===== config.mk =====
export PLATFORM = sky130hd
export DESIGN_NAME = icache_fill_responder
export DESIGN_NICKNAME = d
export VERILOG_FILES = /design/src/rtl/icache_fill_responder.sv
export SDC_FILE = /design/constraint.sdc
export NUM_CORES = 1
export LEC_CHECK = 0
export ABC_AREA = 0
export BUFFER_PORTS_ARGS = -buffer_cell sky130_fd_sc_hd__buf_2
export CAP_MARGIN = 10
export CORE_MARGIN = 3
export CORE_UTILIZATION = 47
export DETAILED_ROUTE_END_ITERATION = 8
export PLACE_DENSITY = 0.73
export SKIP_LAST_GASP = 1
export SLEW_MARGIN = 20
export SYNTH_ARGS = -nofsm -noshare
export SYNTH_HDL_FRONTEND = slang
export SYNTH_SLANG_ARGS = --single-unit

===== constraint.sdc =====
create_clock -name clk -period 2.4 [get_ports clk]
set_clock_uncertainty 0.15 [all_clocks]
set_input_delay 0.24 -clock clk [delete_from_list [all_inputs] [get_ports clk]]
set_output_delay 0.24 -clock clk [all_outputs]
set_load 0.01 [all_outputs]

===== src/rtl/icache_fill_responder.sv =====
// icache_fill_responder
//   Memory-side responder for the L1 instruction-cache line-fill interface.
//   A line request (pmem_read/pmem_address) is answered with a full 128-bit
//   line built from eight in-order 16-bit reads on the backing-memory port.
//   A single-line buffer answers a repeated request to the same line without
//   touching backing memory (when HIT_BUFFER_EN is set).
//
// Ports
//   clk, rst_n    : clock (rising edge), asynchronous active-low reset
//   pmem_read     : L1 line read request, held until pmem_resp
//   pmem_address  : L1 byte address, bits [3:0] ignored
//   pmem_rdata    : line data, word i at [16i+15:16i]
//   pmem_resp     : one-cycle response pulse
//   flush         : invalidate the line buffer
//   mem_read      : backing-memory word read request
//   mem_address   : backing-memory word byte address
//   mem_rdata     : backing-memory word data
//   mem_resp      : backing-memory word response (one cycle)
`timescale 1ns/1ps
module icache_fill_responder #(
  parameter bit HIT_BUFFER_EN = 1'b1
) (
  input  logic         clk,
  input  logic         rst_n,
  input  logic         pmem_read,
  input  logic [15:0]  pmem_address,
  output logic [127:0] pmem_rdata,
  output logic         pmem_resp,
  input  logic         flush,
  output logic         mem_read,
  output logic [15:0]  mem_address,
  input  logic [15:0]  mem_rdata,
  input  logic         mem_resp
);

  typedef enum logic [1:0] {
    IDLE  = 2'd0,
    FETCH = 2'd1,
    RESP  = 2'd2
  } state_t;

  state_t       state, state_nxt;
  logic [11:0]  req_tag;
  logic [11:0]  tag;
  logic         valid;
  logic         flush_seen;
  logic [2:0]   k;
  logic [127:0] line;

  logic hit;
  logic accept_miss;
  logic word_done;
  logic last_word;
  logic unused_addr_bits;

  // Low address bits select a byte within the line and play no role here.
  assign unused_addr_bits = ^pmem_address[3:0];

  // A coincident flush must force the miss path even if the buffer matches.
  assign hit         = HIT_BUFFER_EN && valid && (tag == pmem_address[15:4]) && !flush;
  assign accept_miss = (state == IDLE) && pmem_read && !hit;
  assign word_done   = (state == FETCH) && mem_resp;
  assign last_word   = word_done && (k == 3'd7);

  // Outputs come straight from registered state so they are glitch-free and
  // fall immediately when the asynchronous reset lands.
  assign pmem_resp   = (state == RESP);
  assign pmem_rdata  = line;
  assign mem_read    = (state == FETCH);
  assign mem_address = mem_read ? {req_tag, k, 1'b0} : 16'h0000;

  always_ff @(posedge clk or negedge rst_n) begin
    if (!rst_n) begin
      state <= IDLE;
    end else begin
      state <= state_nxt;
    end
  end

  always_comb begin
    state_nxt = state;
    case (state)
      IDLE: begin
        if (pmem_read) begin
          state_nxt = hit ? RESP : FETCH;
        end
      end
      FETCH: begin
        if (last_word) begin
          state_nxt = RESP;
        end
      end
      RESP: begin
        state_nxt = IDLE;
      end
      default: begin
        state_nxt = IDLE;
      end
    endcase
  end

  always_ff @(posedge clk or negedge rst_n) begin
    if (!rst_n) begin
      req_tag    <= 12'h000;
      tag        <= 12'h000;
      valid      <= 1'b0;
      flush_seen <= 1'b0;
      k          <= 3'd0;
      line       <= 128'h0;
    end else begin
      if (accept_miss) begin
        req_tag    <= pmem_address[15:4];
        k          <= 3'd0;
        flush_seen <= 1'b0;
      end

      // Flush outside a fill kills the buffer at once; inside a fill it is
      // remembered so the completing line is returned but not retained.
      if (flush && (state != FETCH)) begin
        valid <= 1'b0;
      end
      if (flush && (state == FETCH)) begin
        flush_seen <= 1'b1;
      end

      if (word_done) begin
        line[{k, 4'h0} +: 16] <= mem_rdata;
        k                     <= k + 3'd1;
      end

      // Invalidate for the duration of a fill so a partial line never hits.
      if (accept_miss) begin
        valid <= 1'b0;
      end

      if (last_word) begin
        tag   <= req_tag;
        valid <= HIT_BUFFER_EN && !(flush_seen || flush);
      end
    end
  end

endmodule


# Word-level counts from Yosys, hierarchy flattened
# Cells that the tools add are included.
[word_totals]
reg_bits = 159
input_bits = 37
word_cells = 48
[classes]
add_sub_neg = 2
n_eq_ne = 7
shifts = 2
muxes = 13
n_reduce_logical = 17
[op_table]
columns = ["operator", "count"]
rows = [
  ["128-bit bitwise mux", 1],
  ["16-bit by 9-bit variable shift with 128-bit output, first input constant", 1],
  ["16-bit by 9-bit variable part select with 128-bit output", 1],
  ["16-bit two-way mux", 1],
  ["12-bit equality test", 1],
  ["7-bit negator with 9-bit output", 1],
  ["1-bit logical AND", 8],
  ["2-bit two-way mux", 3],
  ["3-bit two-way mux", 2],
  ["1-bit two-way mux", 5],
  ["2-bit by 1-bit != test with 1-bit output, second input constant", 2],
  ["2-bit one-hot mux with 2 select lines", 1],
  ["2-bit nonzero test", 2],
  ["3-bit by 1-bit adder with 3-bit output, second input constant", 1],
  ["3-bit equality test, second input constant", 1],
  ["1-bit zero test", 3],
  ["3-bit nonzero test", 1],
  ["2-bit by 1-bit equality test with 1-bit output, second input constant", 1],
  ["2-bit equality test, second input constant", 1],
  ["2-bit zero test", 1],
  ["2-bit != test, second input constant", 1],
  ["2-bit AND reduction", 1],
  ["1-bit logical OR", 1],
]

# Logic depth before layout (Yosys ltp)
# Gate-level depths: netlist of run 1.
[depth]
depth_word = 7
mapped_depth = 9
ltp_nobuf = 7

# Least setup slack after synthesis of run 1
# OpenSTA, ideal clock, no wires.
[synth_path]
path_kind = "register to register"
startpoint = "register k[0]"
endpoint = "register line[37], in the netlist pmem_rdata[37]"
setup_time_ps = 83
t_arrival_ps = 1972
required_ps = 2167
setup_slack_ps = 196
path_stages_with_launch = 10
synth_period_minus_slack_ps = 2204
cell_sequence = "dfrtp_1 -> inv_1 -> ha_1 -> ha_1 -> nor2_2 -> and2_1 -> clkbuf_2 -> buf_2 -> nand2_1 -> o21ai_0"
[synth_between]
elab_chain_cells = 3
[synth_rtl]
columns = ["element", "line", "source"]
rows = [
  ["start, declared", "47", "logic [2:0] k;"],
  ["start signal, assigned", "128", "k <= k + 3'd1;"],
  ["7-bit negator with 9-bit output *", "127", "line[{k, 4'h0} +: 16] <= mem_rdata;"],
  ["16-bit by 9-bit variable part select with 128-bit output or 16-bit by 9-bit variable shift with 128-bit output (tied branches)", "127", ""],
  ["128-bit bitwise mux *", "127", ""],
  ["end signal, assigned by index", "127", ""],
  ["end, declared", "48", "logic [127:0] line;"],
]
# Every way passes the cells marked *; elsewhere a longest branch is shown, timed or not.
# A chain may end at the register's enable or synchronous reset.

# Worst setup path in the final report of run 1
[layout_path]
startpoint = "input port pmem_address[11]"
endpoint = "register req_tag[11]"
[layout_between]
elab_chain_cells = 5
[layout_rtl]
columns = ["element", "line", "source"]
rows = [
  ["start, declared", "26", "input logic [15:0] pmem_address,"],
  ["12-bit equality test", "60", "assign hit = HIT_BUFFER_EN && valid && (tag == pmem_address[15:4]) && !flush;"],
  ["1-bit logical AND (2 in a row)", "60", ""],
  ["1-bit zero test", "61", "assign accept_miss = (state == IDLE) && pmem_read && !hit;"],
  ["1-bit logical AND", "61", ""],
  ["end signal, assigned", "112", "req_tag <= pmem_address[15:4];"],
  ["end, declared", "43", "logic [11:0] req_tag;"],
]
# No other way between the ends.

==> results_dict.tcl, run 1 <==
set metrics [dict create \
    synthCells 603 \
    area_growth_pct 30.2 \
    avgSynthCellArea_um2 10.7 \
    min_period_over_period 0.937 \
    final_layout_size_suffix_gt1_frac 0.332 \
    synth-edff-count 0 \
    worstSetupPathType "input pin to register" \
    r2r-start "k[1]" \
    reg2reg_to "pmem_rdata[71]" \
    drc_errors 0 \
    first_pass_iters 5 \
    synth.cell_area_um2 6420 \
    dieWidth_um 123 \
    worstPathArrival_ns 2.40 \
    postPlaceCellArea_um2 7530 \
    min_period_ns 2.25 \
    maxCapViolations 0 \
    hold_path_end "pmem_rdata[76]" \
    synthFlopType "dfrtp_1" \
    drtIter0Drc 463 \
    grt.total_usage 0.231 \
    setup_tns_ns 0 \
    fp.dieH_um 123 \
    final_cell_mix "181 x nand2_1, 176 x buf_2, 158 x dfrtp_1" \
    hpwl_um 12000 \
    peakVddDrop_mv 0.742 \
    fmax_mhz 444 \
    setup_violations 0 \
    clockBufferDepth 2 \
    hp-start "mem_rdata[12]" \
    rsz0062_at_grt "false" \
    grt_pass1_vias 5049 \
    cts_tree "yes" \
    place_ws_ns 0.193 \
    final.setup.worst_slack_ns 0.150 \
    path_clk_slew_ns 0.06 \
    synth_seq_cells 159 \
    grt_pass1_wl_um 26700 \
    slew_viol_final 0 \
    overflow 0 \
    r2r_slack_ns 0.22 \
    leakage_nw 4.31 \
    cts_htree_levels 4 \
    min_delay_path_depth 3 \
    p_total_mw 10.6 \
    grt_max_degree 51 \
    die_area_um2 15100 \
    yosysSeqAreaShare 0.619 \
    async_flop_share 1.00 \
    cts_setup_buffers 0 \
    min_path_type "input pin to register" \
    final_net_count 850 \
    wire_per_inst_um 17.3 \
    utilization 0.629 \
    diodes 0 \
    viasPerCell 5.19 \
    syn_nets 647 \
    post-route-cell-area_um2 8360 \
    start_kind "input pin" \
    io_buffers 177 \
    end_kind "register" \
    yosys_warnings 0 \
    ant_nets 0 \
    hold_viol_final 0 \
    reg2regPathDepth 9 \
    via_count 5168 \
    placedCellCount 941 \
    fill_cells 1084 \
    clockRootBuffer "clkbuf_16" \
    worst-path-max-fanout 9 \
    run_status "completed" \
    ys_types 37 \
    hold_ws_ns 0.0195 \
    clk_latency_ns 0.41 \
    core.rowCount 42 \
    final_cell_count_no_fill 995 \
    antenna_found_initial 0 \
    cts_sinks 159 \
    core-area_um2 13300 \
    drt_wl_total_um 17200 \
    gp_congestion 0.826 \
    initial_utilization 0.483 \
    mostFrequentLayoutCell "nand2_1" \
    ios 183 \
    pwr_density_cell_nw_per_um2 1270 \
    cts-buffers-inserted 17 \
    cp.required_ns 2.55 \
]
[worst max-delay path, stage by stage]
cell           delay (ns)
dlygate4sd3_1        0.54
buf_2                0.14
xnor2_1              0.18
nand4_1              0.20
nor4_4               0.36
or2_1                0.17
buf_4                0.21
mux2_2               0.35
[sequential cells by signal, summed over array words and instances (netlist names)]
signal and count:
pmem_rdata 128, flush_seen 1, state 2, valid 1
req_tag 12, tag 12, k 3
[where the power goes]
part           leakage (nW)  internal, mW  switching (mW)
Combinational          1.90          1.55            2.17
Sequential             2.14          3.61           0.558
Clock                 0.275          1.65            1.07
[cell usage after synthesis, types with 5 or more instances]
cell type  number  area (um^2)
xnor2_1        12          105
dfrtp_1       159         3980
clkbuf_1       24         90.1
nand2_1       181          679
mux2_2         32          360
mux2_4          8          120
nor2_1          5         18.8
o21ai_0       111          556
buf_2           5         25.0
ha_1            7         87.6
and2_1         17          106
nand3_1         9         45.0
[metal layers]
| metal | GRT usage | up-vias | wire length, um |
|---|---|---|---|
| met2 | 0.366 | 212 | 8220 |
| met3 | 0.0581 | 34 | 1150 |
| met5 | 0 | - | 0 |
| met4 | 0.0854 | 0 | 437 |
| met1 | 0.310 | 2515 | 7420 |
| li1 | - | 2407 | - |
[cells by family after synthesis]
| kind of cell | count (synthesis) | share of synthesized area |
|---|---|---|
| buffers and inverters | 37 | 0.0282 |
| other | 1 | 0.000584 |
| XOR/XNOR | 12 | 0.0164 |
| multiplexers | 41 | 0.0763 |
| adder cells (fa/ha/maj) | 7 | 0.0136 |
| AO/OA/AOI/OAI | 118 | 0.0939 |
| flip-flops | 159 | 0.619 |
| AND/OR/NAND/NOR | 228 | 0.152 |
[area by class of cell]
cell class              instances  area, um^2  area share
well taps                     176         220      0.0263
multi-input cells             407        2270       0.272
clock inverters                12         161      0.0193
inverters                       3        11.3     0.00135
clock buffers                  20         437      0.0522
flip-flops and latches        159        3980       0.476
repair buffers                218        1280       0.153
[worst max path at each step]
stage	startpoint	endpoint	slack, ns	cells past startpoint
3_3_place_gp	k[1]	pmem_rdata[55]	0.31	8
6_report	pmem_address[11]	req_tag[11]	0.15	8
4_1_cts	k[1]	pmem_rdata[70]	0.17	9
5_1_grt	pmem_address[11]	req_tag[11]	0.02	8
2_1_floorplan	k[0]	pmem_rdata[37]	0.20	9
3_5_place_dp	k[1]	pmem_rdata[70]	0.19	9
[what timing repair did]
action                     in CTS  in global routing
setup endpoints to repair       0                  5
hold endpoints to repair       70                  0
resized for setup               0                  2
hold buffers                   22                  0
Note: power is estimated with default switching activity, not from simulation.
==> inputs of run 2 (changes only) <==
--- a/config.mk
+++ b/config.mk
@@ -11,7 +11,8 @@
 export CORE_MARGIN = 3
 export CORE_UTILIZATION = 47
 export DETAILED_ROUTE_END_ITERATION = 8
-export PLACE_DENSITY = 0.73
+export MAX_ROUTING_LAYER = met4
+export PLACE_DENSITY = 0.72
 export SKIP_LAST_GASP = 1
 export SLEW_MARGIN = 20
 export SYNTH_ARGS = -nofsm -noshare
==> run 2 against run 1 <==
Non-clock buffer count increased by 1; wire length is 2.4% lower; critical path depth fell by 2; worst hold slack got worse by 0.0038 ns; setup slack better by 0.010 ns; critical path type is now register to register; largest power group unchanged.
==> results_dict.tcl, run 2 (same netlist as run 1, synthesis figures left out) <==
set metrics [dict create \
    run_status "completed" \
    cts_sinks 159 \
    final.setup.worst_slack_ns 0.160 \
    min_path_type "input pin to register" \
    worstPathArrival_ns 2.39 \
    mostFrequentLayoutCell "nand2_1" \
    io_buffers 177 \
    ios 183 \
    final_layout_size_suffix_gt1_frac 0.330 \
    setup_violations 0 \
    p_sw_mw 3.78 \
    cpMaxStageDelayCell "dfrtp_1" \
    cts_setup_buffers 0 \
    hold_ws_ns 0.0157 \
    diodes 0 \
    crit_buf_inv 2 \
    pwr_density_cell_nw_per_um2 1250 \
    min_period_ns 2.24 \
    setup_tns_ns 0 \
    clockPowerShare 0.250 \
    grt_max_degree 96 \
    antenna_found_initial 0 \
    register_area_um2 3980 \
    fmax_mhz 446 \
    power_frac_comb 0.355 \
    rsz0062_at_grt "false" \
    clockRootBuffer "clkbuf_16" \
    multi_input_area_um2 2260 \
    leakage_nw 4.32 \
    fill_cells 1088 \
    peakVddDrop_mv 0.573 \
    largest_register_ffs 128 \
    gp_congestion 0.871 \
    grt_pass1_vias 5001 \
    cts_tree "yes" \
    core.rowCount 42 \
    p_int_mw 6.69 \
    post_cts_resize_count 0 \
    die_area_um2 15100 \
    overflow 0 \
    area_growth_pct 30.1 \
    start_kind "register" \
    postPlaceCellArea_um2 7530 \
    max_stage_delay_ns 0.42 \
    hold_viol_final 0 \
    wire_per_inst_um 16.9 \
    cts-buffers-inserted 17 \
    drt_wl_total_um 16800 \
    final_net_count 851 \
    drc_errors 0 \
    ant_nets 0 \
    hpwl_um 11900 \
    p_total_mw 10.5 \
    grt.total_usage 0.232 \
    drtIter0Drc 395 \
    worst_path_dominant_cell_family "simple AND/OR/NAND/NOR gates" \
    core-area_um2 13300 \
    first_pass_iters 4 \
    cts_htree_levels 4 \
    fp.dieH_um 123 \
    worstPathCellList "inv_1 > ha_1 > nor2_1 > nand4b_2 > buf_4 > mux2_2" \
    viasPerCell 5.10 \
    place_ws_ns 0.149 \
    via_count 5073 \
    cp.required_ns 2.55 \
    end_kind "register" \
    cts_hold_buf 25 \
    worst-path-max-fanout 10 \
    initial_utilization 0.483 \
    p_seq_frac 0.396 \
    maxCapViolations 0 \
    final_cell_mix "181 x nand2_1, 176 x buf_2, 159 x dfrtp_1" \
    clk_latency_ns 0.42 \
    post-route-cell-area_um2 8360 \
    worstSetupPathType "register to register" \
    clockBufferDepth 2 \
    dieWidth_um 123 \
    min_period_over_period 0.933 \
    slew_viol_final 0 \
    switching_share 0.361 \
    grt_pass1_wl_um 26000 \
    path_clk_slew_ns 0.06 \
]
## run 2: cell types whose count changed in the layout (fill, tap and decap cells not counted), moves of 2 or more
cell,previous run,this run
clkbuf_8,0,3
buf_4,17,14
dlygate4sd3_1,22,25
clkinv_4,1,3
clkinvlp_4,5,2
clkbuf_1,3,1
bufinv_16,3,1
## run 2: power by group through the flow
| stage | clock (mW) | combinational (mW) | sequential [mW] |
|---|---|---|---|
| finish | 2.61 | 3.71 | 4.14 |
| global route | 2.77 | 4.13 | 4.26 |
| CTS | 2.65 | 3.76 | 4.14 |
| detailed placement | 0 | 3.70 | 4.17 |
| global placement | 0 | 3.57 | 4.12 |
| floorplan | 0 | 1.83 | 4.45 |
## run 2: final timing paths
kind / from / to / slack (ns) / cells past startpoint
setup / recovery: k[1] / pmem_rdata[15] / 0.16 / 6
hold / removal: mem_rdata[3] / pmem_rdata[67] / 0.02 / 3
setup reg to reg: k[1] / pmem_rdata[15] / 0.16 / 6
hold reg to reg: pmem_rdata[75] / pmem_rdata[75] / 0.32 / 2
max in group asynchronous: rst_n / pmem_rdata[74] / 1.43 / 3
min in group asynchronous: rst_n / pmem_rdata[100] / 0.23 / 3
## run 2: worst min-delay path, delay by kind of cell
family / cells / cell delay (ns)
AO/OA/AOI/OAI: 1 / 0.06
AND/OR/NAND/NOR: 1 / 0.07
buffers and inverters: 1 / 0.17
## run 2: cell type report
type | instances | share of cell area
sequential | 159 | 0.476
multi-input combinational | 407 | 0.271
timing repair buffer | 219 | 0.156
clock buffer | 21 | 0.0563
tap | 176 | 0.0263
clock inverter | 10 | 0.0126
inverter | 3 | 0.00135
## run 2: metal layers
layer	vias to the layer above	track usage	part of all wire
met2	156	0.364	0.49
met4	0	0.0791	0.020
met5	-	-	0
met1	2482	0.299	0.43
li1	2408	-	-
met3	27	0.0563	0.065
## run 2: metrics by stage
stage,utilization,instances
2_1_floorplan,-,603
3_3_place_gp,0.567,939
3_5_place_dp,0.567,939
4_1_cts,0.629,995
5_1_grt,0.629,995
6_report,0.629,995
==> inputs of run 3 (changes only) <==
--- a/config.mk
+++ b/config.mk
@@ -8,8 +8,10 @@
 export ABC_AREA = 0
 export BUFFER_PORTS_ARGS = -buffer_cell sky130_fd_sc_hd__buf_2
 export CAP_MARGIN = 10
-export CORE_MARGIN = 3
-export CORE_UTILIZATION = 47
+export CELL_PAD_IN_SITES_DETAIL_PLACEMENT = 0
+export CELL_PAD_IN_SITES_GLOBAL_PLACEMENT = 1
+export CORE_MARGIN = 8
+export CORE_UTILIZATION = 36
 export DETAILED_ROUTE_END_ITERATION = 8
 export MAX_ROUTING_LAYER = met4
 export PLACE_DENSITY = 0.72
==> run 3 against run 2 <==
Die area increased by 48%; highest routed layer unchanged; maximum frequency decreased by 0.60%; largest power group unchanged; first-iteration DRC count decreased by 37%; largest cell class unchanged; clock-buffer cell count increased by 1; cell count increased by 5.1%.
==> results_dict.tcl, run 3 (same netlist as run 1, synthesis figures left out) <==
set metrics [dict create \
    setup_violations 0 \
    mostFrequentLayoutCell "nand2_1" \
    post-route-cell-area_um2 8450 \
    slew_viol_final 0 \
    initial_utilization 0.363 \
    r2r_slack_ns 0.20 \
    start_kind "input pin" \
    final_net_count 848 \
    drt_wl_total_um 18400 \
    gr-usage-met2 0.254 \
    core.rowCount 49 \
    drc_errors 0 \
    via_count 4999 \
    cp.required_ns 2.55 \
    area_growth_pct 31.5 \
    hp-start "mem_rdata[10]" \
    min_delay_path_depth 3 \
    cts_sinks 159 \
    place_ws_ns 0.205 \
    use_met3 0.0429 \
    overflow 0 \
    rsz0062_at_grt "false" \
    grt_pass1_wl_um 28800 \
    grt.total_usage 0.171 \
    gp_congestion 0.795 \
    pwr_density_cell_nw_per_um2 1270 \
    grt_pass1_vias 5189 \
    hpwl_um 13500 \
    cts-buffers-inserted 17 \
    hold_viol_final 0 \
    fmax_mhz 444 \
    ios 183 \
    ant_nets 0 \
    setup_tns_ns 0 \
    min_path_type "input pin to register" \
    worstSetupPathType "input pin to register" \
    grt_busiest_layer "met2" \
    multi_input_area_um2 2260 \
    postPlaceCellArea_um2 7610 \
    register_area_um2 3980 \
    cts_htree_levels 4 \
    clk_latency_ns 0.41 \
    first_pass_iters 4 \
    grt_max_degree 49 \
    final_layout_size_suffix_gt1_frac 0.333 \
    die_area_um2 22400 \
    final.setup.worst_slack_ns 0.147 \
    run_status "completed" \
    reg2regPathDepth 8 \
    fill_cells 1694 \
    largest_register_ffs 128 \
    peakVddDrop_mv 0.676 \
    core-area_um2 17700 \
    worst-path-max-fanout 14 \
    reg2reg_to "pmem_rdata[53]" \
    min_period_over_period 0.939 \
    antenna_found_initial 0 \
    dieWidth_um 150 \
    utilization 0.477 \
    final_cell_mix "181 x nand2_1, 176 x buf_2, 159 x dfrtp_1" \
    viasPerCell 4.78 \
    cts_tree "yes" \
    r2r-start "k[1]" \
    hold_path_end "pmem_rdata[74]" \
    worstPathArrival_ns 2.40 \
    clockRootBuffer "clkbuf_16" \
    maxCapViolations 0 \
    end_kind "register" \
    use_met1 0.226 \
    wire_per_inst_um 17.6 \
    diodes 0 \
    leakage_nw 4.34 \
    min_period_ns 2.25 \
    drtIter0Drc 247 \
    io_buffers 177 \
    clockBufferDepth 2 \
    fp.dieH_um 150 \
    path_clk_slew_ns 0.06 \
]
run 3: changes by cell type in the layout (fill, tap and decap cells not counted), sizes merged:
cell / delta
bufinv: +2
buf: +1
clkbuf: +1
clkinvlp: -2
dlygate4sd3: -4
run 3: cell type report:
type                    count  area share
repair buffers            216       0.151
multi-input cells         407       0.268
inverters                   3     0.00133
flip-flops and latches    159       0.471
clock inverters            10      0.0175
clock buffers              22      0.0573
well taps                 229      0.0339
run 3: worst max-delay path by stage:
stage	start	to	slack (ns)	cells past startpoint
finish	pmem_address[14]	req_tag[11]	0.15	8
global route	k[1]	pmem_rdata[66]	0.02	8
CTS	pmem_address[4]	req_tag[11]	0.17	8
detailed placement	k[1]	pmem_rdata[53]	0.20	8
global placement	tag[0]	req_tag[0]	0.28	6
floorplan	k[0]	pmem_rdata[37]	0.20	9
run 3: stage by stage:
stage          hold slack, ns  instances  power, mW
2_1_floorplan          -0.206        603       6.28
3_3_place_gp           0.0435        993       7.83
3_5_place_dp           0.0471        993       7.98
4_1_cts               0.00231       1045       10.9
5_1_grt                0.0184       1046       11.5
6_report               0.0142       1046       10.7
run 3: power by group:
group / internal, mW / leakage, nW / switching [mW]
combinational: 1.56 / 1.89 / 2.16
sequential: 3.60 / 2.14 / 0.564
clock: 1.76 / 0.312 / 1.09
total: 6.93 / 4.34 / 3.82
run 3: routing by layer:
| layer | up-vias | wire length (um) | part of all wire |
|---|---|---|---|
| met5 | - | 0 | 0 |
| met3 | 14 | 1370 | 0.074 |
| met2 | 171 | 8330 | 0.45 |
| li1 | 2405 | - | - |
| met1 | 2409 | 8450 | 0.46 |
| met4 | 0 | 254 | 0.014 |
run 3: critical path: stages:
cell,delay (ns)
dlygate4sd3_1,0.54
buf_2,0.14
xnor2_1,0.19
nand4_1,0.13
nor4_2,0.44
or2_1,0.21
buf_12,0.17
mux2_2,0.34
run 3: timing repair:
action	in CTS	in global routing
resized for setup	0	0
hold buffers	20	1
hold endpoints to repair	97	1
setup buffers	0	0
